<file path="src/rtl/sync_fifo_pkg.sv">
// Shared definitions for the single-port-RAM FIFO controller.
//   OP_IDLE/OP_WR/OP_RD : encoding of the one RAM operation chosen each cycle
//   cnt_width()         : width of the occupancy count for a given RAM depth
package sync_fifo_pkg;

    localparam logic [1:0] OP_IDLE = 2'd0;
    localparam logic [1:0] OP_WR   = 2'd1;
    localparam logic [1:0] OP_RD   = 2'd2;

    // Holds 0..DEPTH+2 (RAM + in-flight read + 2-entry output buffer), plus a spare bit.
    function automatic int unsigned cnt_width(input int unsigned depth);
        return int'($clog2(depth + 2)) + 1;
    endfunction

endpackage

</file>
<file path="src/rtl/sp_ram_fifo_ctrl_if.sv">
// Push/pop stream bundle of the FIFO controller.
//   in_valid/in_ready/in_data     : push side
//   out_valid/out_ready/out_data  : show-ahead pop side
//   count                         : total entries held by the FIFO
// master = the user of the FIFO, slave = the FIFO controller.
interface sp_ram_fifo_ctrl_if
    import sync_fifo_pkg::*;
#(
    parameter int unsigned WIDTH = 8,
    parameter int unsigned DEPTH = 8
);
    localparam int unsigned CW = cnt_width(DEPTH);

    logic             in_valid;
    logic             in_ready;
    logic [WIDTH-1:0] in_data;
    logic             out_valid;
    logic             out_ready;
    logic [WIDTH-1:0] out_data;
    logic [CW-1:0]    count;

    modport master (
        output in_valid, in_data, out_ready,
        input  in_ready, out_valid, out_data, count
    );

    modport slave (
        input  in_valid, in_data, out_ready,
        output in_ready, out_valid, out_data, count
    );
endinterface

</file>
<file path="src/rtl/sync_fifo_obuf.sv">
// Two-entry show-ahead buffer between the RAM read port and the FIFO output.
//   clk, rst         : clock, synchronous active-high reset
//   wr_en, wr_data   : write port (RAM read data returning)
//   rd_valid/rd_ready/rd_data : pop port, rd_data is the head entry
//   fill             : entries held (0..2)
// rd_data keeps its last value once the buffer drains.
module sync_fifo_obuf #(
    parameter int unsigned WIDTH = 8
) (
    input  logic             clk,
    input  logic             rst,
    input  logic             wr_en,
    input  logic [WIDTH-1:0] wr_data,
    output logic             rd_valid,
    input  logic             rd_ready,
    output logic [WIDTH-1:0] rd_data,
    output logic [1:0]       fill
);
    logic [WIDTH-1:0] head_q;
    logic [WIDTH-1:0] tail_q;
    logic             head_vld;
    logic             tail_vld;
    logic             pop;

    assign pop = head_vld && rd_ready;

    // Head register feeds the output directly; tail only fills when head is occupied.
    always_ff @(posedge clk) begin
        if (rst) begin
            head_q   <= '0;
            tail_q   <= '0;
            head_vld <= 1'b0;
            tail_vld <= 1'b0;
        end else if (pop) begin
            if (tail_vld) begin
                head_q   <= tail_q;
                tail_q   <= wr_data;
                tail_vld <= wr_en;
            end else begin
                if (wr_en) begin
                    head_q <= wr_data;
                end
                head_vld <= wr_en;
            end
        end else if (wr_en) begin
            if (!head_vld) begin
                head_q   <= wr_data;
                head_vld <= 1'b1;
            end else begin
                tail_q   <= wr_data;
                tail_vld <= 1'b1;
            end
        end
    end

    assign rd_valid = head_vld;
    assign rd_data  = head_q;
    assign fill     = {1'b0, head_vld} + {1'b0, tail_vld};
endmodule

</file>
<file path="src/rtl/sp_ram_fifo_ctrl.sv">
// Synchronous FIFO controller driving an external single-port RAM.
//   clk, rst   : clock, synchronous active-high reset
//   bus        : push / show-ahead pop stream and occupancy count (slave side)
//   ram_cs, ram_wr, ram_addr, ram_wdata : RAM command, one op per cycle
//   ram_rdata  : RAM read data, valid the cycle after a read edge
// Prefetch reads win the RAM port over pushes, so streaming runs at one push per two cycles.
module sp_ram_fifo_ctrl
    import sync_fifo_pkg::*;
#(
    parameter  int unsigned WIDTH = 8,
    parameter  int unsigned DEPTH = 8,
    localparam int unsigned AW    = $clog2(DEPTH)
) (
    input  logic             clk,
    input  logic             rst,
    sp_ram_fifo_ctrl_if.slave bus,
    output logic             ram_cs,
    output logic             ram_wr,
    output logic [AW-1:0]    ram_addr,
    output logic [WIDTH-1:0] ram_wdata,
    input  logic [WIDTH-1:0] ram_rdata
);
    localparam int unsigned CW  = cnt_width(DEPTH);
    localparam int unsigned RCW = $clog2(DEPTH + 1);

    logic [AW-1:0]  wptr;
    logic [AW-1:0]  rptr;
    logic [RCW-1:0] ram_cnt;
    logic           rd_inflight;
    logic [CW-1:0]  count_q;
    logic [1:0]     obuf_cnt;
    logic           obuf_valid;
    logic           read_req;
    logic           push;
    logic           pop;
    logic [1:0]     op;

    // Prefetch whenever the RAM holds data and the buffer has room for one more return.
    assign read_req     = (ram_cnt != '0) && ((obuf_cnt + 2'(rd_inflight)) < 2'd2);
    assign bus.in_ready = !rst && (ram_cnt < RCW'(DEPTH)) && !read_req;
    assign push         = bus.in_valid && bus.in_ready;
    assign pop          = bus.out_valid && bus.out_ready;

    // Single-port arbitration.
    always_comb begin
        op = OP_IDLE;
        if (rst) begin
            op = OP_IDLE;
        end else if (read_req) begin
            op = OP_RD;
        end else if (push) begin
            op = OP_WR;
        end
    end

    assign ram_cs    = (op != OP_IDLE);
    assign ram_wr    = (op == OP_WR);
    assign ram_addr  = (op == OP_WR) ? wptr : rptr;
    assign ram_wdata = bus.in_data;

    // Pointers, RAM occupancy and the read-in-flight flag.
    always_ff @(posedge clk) begin
        if (rst) begin
            wptr        <= '0;
            rptr        <= '0;
            ram_cnt     <= '0;
            rd_inflight <= 1'b0;
        end else begin
            rd_inflight <= (op == OP_RD);
            if (op == OP_WR) begin
                wptr    <= wptr + AW'(1);
                ram_cnt <= ram_cnt + RCW'(1);
            end else if (op == OP_RD) begin
                rptr    <= rptr + AW'(1);
                ram_cnt <= ram_cnt - RCW'(1);
            end
        end
    end

    // Total occupancy, tracked at the stream boundary.
    always_ff @(posedge clk) begin
        if (rst) begin
            count_q <= '0;
        end else if (push && !pop) begin
            count_q <= count_q + CW'(1);
        end else if (pop && !push) begin
            count_q <= count_q - CW'(1);
        end
    end

    // Read data is only captured when a read was issued outside reset.
    sync_fifo_obuf #(.WIDTH(WIDTH)) u_obuf (
        .clk      (clk),
        .rst      (rst),
        .wr_en    (rd_inflight),
        .wr_data  (ram_rdata),
        .rd_valid (obuf_valid),
        .rd_ready (bus.out_ready),
        .rd_data  (bus.out_data),
        .fill     (obuf_cnt)
    );

    assign bus.out_valid = obuf_valid && !rst;
    assign bus.count     = rst ? '0 : count_q;
endmodule

</file>
<file path="src/flat_wrapper.sv">
// flat-port wrapper written by rule: the top's interface ports become plain ports
module sp_ram_fifo_ctrl_flat import sync_fifo_pkg::*;
#(
    parameter  int unsigned WIDTH = 8,
    parameter  int unsigned DEPTH = 8,
    localparam int unsigned AW    = $clog2(DEPTH)
)
  (clk, rst, ram_cs, ram_wr, ram_addr, ram_wdata, ram_rdata, bus_in_valid, bus_in_data, bus_out_ready, bus_in_ready, bus_out_valid, bus_out_data, bus_count);
  sp_ram_fifo_ctrl_if #(.WIDTH(WIDTH), .DEPTH(DEPTH)) bus_i ();
  input  logic clk;
  input  logic rst;
  output logic ram_cs;
  output logic ram_wr;
  output logic [AW-1:0] ram_addr;
  output logic [WIDTH-1:0] ram_wdata;
  input  logic [WIDTH-1:0] ram_rdata;
  input wire logic [$bits(bus_i.in_valid)-1:0] bus_in_valid;
  input wire logic [$bits(bus_i.in_data)-1:0] bus_in_data;
  input wire logic [$bits(bus_i.out_ready)-1:0] bus_out_ready;
  output wire logic [$bits(bus_i.in_ready)-1:0] bus_in_ready;
  output wire logic [$bits(bus_i.out_valid)-1:0] bus_out_valid;
  output wire logic [$bits(bus_i.out_data)-1:0] bus_out_data;
  output wire logic [$bits(bus_i.count)-1:0] bus_count;
  assign bus_i.in_valid = bus_in_valid;
  assign bus_i.in_data = bus_in_data;
  assign bus_i.out_ready = bus_out_ready;
  assign bus_in_ready = bus_i.in_ready;
  assign bus_out_valid = bus_i.out_valid;
  assign bus_out_data = bus_i.out_data;
  assign bus_count = bus_i.count;
  sp_ram_fifo_ctrl #(.WIDTH(WIDTH), .DEPTH(DEPTH)) u_core (.clk(clk), .rst(rst), .bus(bus_i), .ram_cs(ram_cs), .ram_wr(ram_wr), .ram_addr(ram_addr), .ram_wdata(ram_wdata), .ram_rdata(ram_rdata));
endmodule
</file>
<file path="config.mk">
export PLATFORM = sky130hd
export DESIGN_NAME = sp_ram_fifo_ctrl_flat
export DESIGN_NICKNAME = d
export VERILOG_FILES = /design/src/rtl/sync_fifo_pkg.sv /design/src/rtl/sp_ram_fifo_ctrl_if.sv /design/src/rtl/sync_fifo_obuf.sv /design/src/rtl/sp_ram_fifo_ctrl.sv /design/src/flat_wrapper.sv
export SDC_FILE = /design/constraint.sdc
export NUM_CORES = 1
export LEC_CHECK = 0
export BUFFER_PORTS_ARGS = -buffer_cell sky130_fd_sc_hd__buf_2
export CAP_MARGIN = 20
export CORE_UTILIZATION = 47
export DETAILED_ROUTE_END_ITERATION = 12
export PLACE_DENSITY = 0.75
export SETUP_SLACK_MARGIN = 0.3
export SYNTH_ARGS = -nofsm -noshare
export SYNTH_HDL_FRONTEND = slang
export SYNTH_SLANG_ARGS = --single-unit
</file>
<file path="constraint.sdc">
create_clock -name clk -period 2.8 [get_ports clk]
set_input_delay 0.14 -clock clk [delete_from_list [all_inputs] [get_ports clk]]
set_output_delay 0.14 -clock clk [all_outputs]
set_load 0.02 [all_outputs]
</file>
==> results.py, run 1 <==
metrics = {
    "run_status": {
        "status": "finished clean",
    },
    "final_layout": {
        "diodes": 0,
        "syn_to_final_growth_pct": 23.06,
        "drive_gt1_share_pct": 32.74,
        "final_cell_mix": "nor2_1 (41), buf_2 (31), dfxtp_1 (31)",
        "layout_commonest_cell": "nor2_1",
        "instances_no_fill": 274,
        "final_nets": 256,
        "postLayoutCellArea_sq_um": 2203,
    },
    "synth": {
        "yosysWarnings": 0,
        "syn_nets": 226,
        "netlist.area_leader.share_pct": 38.02,
        "synth-main-ff-cell": "dfxtp_1",
        "syn_area_per_cell_sq_um": 9.182,
        "yosysUniqueCellTypes": 32,
        "synth_edf_count": 0,
        "netlist_instances": 195,
        "ys_top_cells_by_area": "dfxtp_1 (38%), mux2i_1 (11%), nor2_1 (8.6%), ha_1 (6.3%), a211oi_1 (3.8%)",
        "synth_seq_cells": 34,
        "netlist_area_sq_um": 1790,
        "seq_area_frac_synth_pct": 38.02,
        "ys_async_sr_fraction_pct": 0,
        "yosysTopAreaCell": "dfxtp_1",
    },
    "critical_path": {
        "crit_top_cell": "ha_4",
        "cp.required_ps": 2980,
        "reg2reg_from": "u_core.ram_cnt[1]",
        "rr_worst_depth": 10,
        "crit_arrival_ps": 2750,
        "cp_max_fo": 4,
        "critPathKind": "flip-flop to flip-flop",
        "crit_slowest_cell": "or4_4",
        "r2r_end": "u_core.count_q[4]",
        "endpoint_kind": "flip-flop",
        "max_stage_delay_ps": 550,
        "start_kind": "flip-flop",
        "rrSetupSlack_ps": 220,
        "crit_chain": "or4_4, a21boi_4, nor2b_4, ha_4, inv_6, ha_4, nand2b_4, a21oi_2, mux2i_1, mux2_2",
        "startpoint": "u_core.ram_cnt[1]",
    },
    "hold_path": {
        "min_to": "u_core.u_obuf.tail_q[6]",
        "min_path_type": "input port to flip-flop",
        "hold-path-cell-count": 3,
        "worstHoldStart": "ram_rdata[6]",
    },
    "floorplanning": {
        "start_util_pct": 48.91,
        "pin_count": 48,
        "rows": 22,
        "dieArea_sq_um": 4060,
        "die_w_um": 63.72,
        "coreArea_sq_um": 3661,
        "fp.dieH_um": 63.72,
    },
    "global_routing": {
        "grt_usage_pct": 18.95,
        "grt_pass1_wl_um": 5830,
        "overflow": 0,
        "grt_pass1_vias": 1308,
        "antenna_found_initial": 0,
        "grt_max_degree": 47,
    },
    "sta": {
        "hold_violations": 0,
        "setup_viol_count_final": 0,
        "drv_slew": 0,
        "rsz0062_at_grt": "true",
        "slew_headroom_pct": 65.37,
        "tightest_slew_ps": 518.0,
        "fin_crit_sh_pct": 92.03,
        "clock_skew_ps": 7.323,
        "achievable-frequency_ghz": 0.3881,
        "setup-tns-final_ps": 0,
        "finalCriticalPeriod_ps": 2577,
    },
    "cts": {
        "cts_sinks": 34,
        "clock_path_buffers": 2,
        "clk_pin_slew_ps": 70,
        "cts_made_buffers": 5,
        "clkLatencyLatePin_ps": 290,
        "htreeDepth": 2,
        "ctsRootBufferMaster": "clkbuf_8",
        "cts_tree": "done",
    },
    "pwr": {
        "p_leak_uw": 0.001075,
        "irDropWorstVdd_mv": 0.5219,
        "pwr_density_cell_nw_per_um2": 1035,
    },
    "placement": {
        "placed_area_sq_um": 1998,
        "gp_congestion": 0.7546,
        "dp.cells": 263,
        "hpwl_um": 2260,
        "io_buffers": 31,
    },
    "detailed_routing": {
        "vias_per_cell": 5.026,
        "drt-total-wl_um": 3513,
        "routedWlPerCell_um": 12.82,
        "remaining_drc_errors": 0,
        "first_pass_iters": 4,
        "drtAntennaViolNets": 0,
        "drt_iter0_drc": 51,
        "num_vias": 1377,
    },
    "flow_run": {
        "drv_cap": 0,
    },
}
-- area by class of cell --
cell class | count | area [sq um]
inverter | 4 | 20.02
clock buffer | 6 | 82.58
sequential | 34 | 684.4
timing repair buffer | 41 | 230.2
multi-input combinational | 139 | 1066
fill | 306 | 1458
tap | 48 | 60.06
clock inverter | 2 | 60.06
-- power by group --
group	switching (uW)	internal, uW	total [uW]
registers	94.7	610	705
logic	539	475	1010
clock network	181	380	561
-- worst max-delay path by stage --
stage,to,depth (start not counted)
finish,u_core.count_q[4],10
detailed placement,u_core.count_q[4],10
global placement,u_core.count_q[4],10
global route,u_core.count_q[4],10
floorplan,u_core.count_q[4],11
CTS,u_core.count_q[4],10
-- critical path: cells and delay by family, from the launching register on --
| family | cells | cell delay, ps |
|---|---|---|
| muxes | 2 | 560 |
| AOI/OAI and AO/OA | 2 | 300 |
| buffers and inverters | 1 | 50 |
| and+or+nand+nor | 3 | 770 |
| adders and majority gates | 2 | 460 |
| DFF | 1 | 320 |
-- metrics by stage --
step           worst slack (ps)  power [uW]  util (%)  hold slack [ps]
6_report                  223.2        2281     60.18            102.3
5_1_grt                   100.6        2441     60.18            112.3
4_1_cts                   231.4        2266     59.81            102.8
3_5_place_dp              95.97        1632     54.58            280.2
3_3_place_gp              158.8        1613     54.58            280.2
2_1_floorplan             79.70        1437         -            283.9
-- synth_stat cells (3+ instances only) --
| cell type | instances |
|---|---|
| nor2_1 | 41 |
| dfxtp_1 | 34 |
| mux2i_1 | 20 |
| a21oi_1 | 10 |
| a211oi_1 | 9 |
| ha_1 | 9 |
| buf_4 | 8 |
| clkbuf_1 | 8 |
| nand2_1 | 7 |
| nor2b_1 | 7 |
| xor2_1 | 6 |
| inv_1 | 4 |
| nand3_1 | 4 |
| mux2_4 | 3 |
| nand2b_1 | 3 |
-- cell families (layout without fill, tap and decap cells) --
logic type      after synthesis  count (layout)  synth area share (%)
compound gates               30              30                 12.02
xor+xnor                      7               7                 3.424
fa+ha+maj                    11              11                 8.526
buf+inv                      22              53                 6.778
flops                        34              34                 38.02
mux                          25              25                 14.95
simple gates                 66              66                 16.28
-- sequential cells by signal, indices dropped and copies added, names as in the netlist --
signal / cells
u_core.u_obuf.rd_valid: 1
u_core.rd_inflight: 1
u_core.u_obuf.tail_q: 8
u_core.wptr: 3
u_core.count_q: 5
u_core.u_obuf.rd_data: 8
u_core.rptr: 3
u_core.ram_cnt: 4
u_core.u_obuf.tail_vld: 1
-- timing repair --
action,4_1_cts,5_1_grt
gates resized for setup,8,2
hold buffers,0,0
pin swaps,6,2
cloned,0,0
setup buffers,2,1
endpoints found under the setup margin,3,3
-- layer usage --
metal	vias up	GRT usage (%)	part of all wire [%]
met5	-	0	0
met4	0	11.93	2.5
met3	9	4.891	3.4
met2	24	30.32	50
met1	624	22.35	44
li1	720	-	-
Power figures use the tool's default switching activity.
==> run 2, diff against run 1 <==
--- a/config.mk
+++ b/config.mk
@@ -9,7 +9,8 @@
 export CAP_MARGIN = 20
 export CORE_UTILIZATION = 47
 export DETAILED_ROUTE_END_ITERATION = 12
-export PLACE_DENSITY = 0.75
+export GPL_TIMING_DRIVEN = 0
+export PLACE_DENSITY = 0.85
 export SETUP_SLACK_MARGIN = 0.3
 export SYNTH_ARGS = -nofsm -noshare
 export SYNTH_HDL_FRONTEND = slang
==> run 2 against run 1 <==
Compared with the run above:
- the run now ends with DRC left
- register-to-register slack worse by 130 ps
- die area stayed put
- clock skew is 0.83 ps higher
- worst hold slack worse by 0.60 ps
- combinational power is 16% higher
- core utilization is 5.8 points higher
- first-iteration DRC count is 3.9% lower
- critical path type unchanged
- largest cell class unchanged
- largest power group unchanged
- highest routed layer unchanged
==> results.py, run 2 (synthesized netlist as in run 1, its figures left out) <==
metrics = {
    "pwr": {
        "finalPower_uw": 2260,
        "p_sw_uw": 872.8,
        "p_int_uw": 1387,
        "p_leak_uw": 0.001188,
        "pwr-share-seq_pct": 31.5,
        "clkPwrFrac_pct": 16.8,
        "pwr_density_cell_nw_per_um2": 934.8,
        "irDropWorstVdd_mv": 0.5070,
        "power_frac_comb_pct": 51.7,
        "p_sw_share_pct": 38.63,
    },
    "hold_path": {
        "worstHoldStart": "ram_rdata[1]",
        "hold-path-cell-count": 3,
        "min_path_type": "input port to flip-flop",
    },
    "flow_run": {
        "drv_cap": 0,
    },
    "detailed_routing": {
        "first_pass_iters": 8,
        "routedWlPerCell_um": 12.87,
        "drtAntennaViolNets": 0,
        "drt_iter0_drc": 49,
        "drt-total-wl_um": 3965,
        "remaining_drc_errors": 1,
        "vias_per_cell": 5.052,
        "num_vias": 1556,
    },
    "sta": {
        "clock_skew_ps": 8.154,
        "fin_crit_sh_pct": 96.50,
        "finalCriticalPeriod_ps": 2702,
        "drv_slew": 0,
        "slew_headroom_pct": 65.78,
        "setup_viol_count_final": 0,
        "hold_violations": 0,
        "achievable-frequency_ghz": 0.3701,
        "rsz0062_at_grt": "true",
        "tightest_slew_ps": 511.8,
    },
    "critical_path": {
        "reg2reg_from": "u_core.ram_cnt[1]",
        "startpoint": "u_core.ram_cnt[1]",
        "cp_max_fo": 4,
        "rr_worst_depth": 11,
        "cp.required_ps": 2990,
        "start_kind": "flip-flop",
        "critPathKind": "flip-flop to flip-flop",
        "endpoint_kind": "flip-flop",
        "crit_arrival_ps": 2890,
    },
    "floorplanning": {
        "die_w_um": 63.72,
        "rows": 22,
        "pin_count": 48,
        "start_util_pct": 48.91,
        "coreArea_sq_um": 3661,
        "fp.dieH_um": 63.72,
        "dieArea_sq_um": 4060,
    },
    "run_status": {
        "violations": "DRC",
        "status": "finished with violations",
    },
    "placement": {
        "gp_congestion": 0.7806,
        "io_buffers": 39,
        "hpwl_um": 2405,
    },
    "cts": {
        "cts_tree": "done",
        "clkLatencyLatePin_ps": 290,
        "htreeDepth": 2,
        "cts_hold_buf": 0,
        "clock_path_buffers": 2,
        "ctsRootBufferMaster": "clkbuf_8",
        "cts_made_buffers": 5,
        "clk_pin_slew_ps": 70,
        "cts_sinks": 34,
    },
    "final_layout": {
        "layout_commonest_cell": "nor2_1",
        "final_core_util_pct": 66.03,
        "diodes": 0,
        "syn_to_final_growth_pct": 35.01,
        "drive_gt1_share_pct": 39.23,
        "final_cell_mix": "nor2_1 (41), buf_2 (37), dfxtp_1 (31)",
        "final_nets": 290,
    },
    "global_routing": {
        "grt_max_degree": 12,
        "grt_pass1_vias": 1378,
        "overflow": 0,
        "grt_pass1_wl_um": 5865,
        "grt_usage_pct": 19.00,
        "antenna_found_initial": 0,
    },
}
==> run 2: cell count changes in the layout (fill, tap and decap cells not counted), sizes merged <==
cell      delta
buf         +26
clkbuf       +8
bufinv       -2
clkinv       +1
clkinvlp     +1
==> run 2: metrics by stage <==
stage / cells / TNS (ps) / instance area (sq um) / worst slack, ps / hold WS (ps)
finish: 308 / 0 / 2417 / 98.05 / 101.7
CTS: 297 / 0 / 2276 / 92.64 / 102.6
global route: 308 / 0 / 2417 / 34.91 / 114.5
floorplan: 195 / 0 / 1843 / 79.70 / 283.9
global placement: 282 / -79.00 / 2098 / -79.00 / 391.0
detailed placement: 282 / -96.99 / 2098 / -96.99 / 404.7
==> run 2: timing repair <==
action	CTS	global route
setup endpoints to repair	5	9
pin swaps	6	4
gates resized for setup	6	12
setup buffers	7	11
==> run 2: final timing paths <==
path | endpoint | slack (ps)
hold reg to reg | u_core.rptr[1] | 490
setup reg to reg | u_core.count_q[4] | 100
hold / removal | u_core.u_obuf.tail_q[1] | 100
setup / recovery | u_core.count_q[4] | 100
==> run 2: power groups by stage <==
stage	Combinational (uW)	Clock (uW)	Sequential [uW]
3_3_place_gp	897	0	708
4_1_cts	1010	385	703
2_1_floorplan	697	0	741
5_1_grt	1270	412	727
6_report	1170	380	711
3_5_place_dp	926	0	713
==> run 2: layer usage <==
metal  part of all wire (%)  global-route usage [%]  vias up
li1                       -                       -      781
met1                     41                   20.60      715
met2                     51                   32.98       48
met3                    4.6                   4.529       12
met4                    2.9                   11.65        0
met5                      0                       0        -
==> run 2: final cells by class <==
type / instances / area, sq um
Buffer: 18 / 112.6
Clock buffer: 6 / 82.58
Clock inverter: 2 / 12.51
Fill cell: 286 / 1244
Inverter: 4 / 20.02
Multi-Input combinational cell: 139 / 1099
Sequential cell: 34 / 684.4
Tap cell: 48 / 60.06
Timing Repair Buffer: 57 / 346.6
==> run 2: critical path, cell delays in order, from the launching register on <==
cell	delay (ps)
dfxtp_2	330
or4_4	520
buf_6	140
a21boi_4	140
nor2b_4	180
ha_4	190
inv_6	50
ha_4	280
nand2b_4	60
a21oi_4	130
mux2i_1	230
mux2_2	350
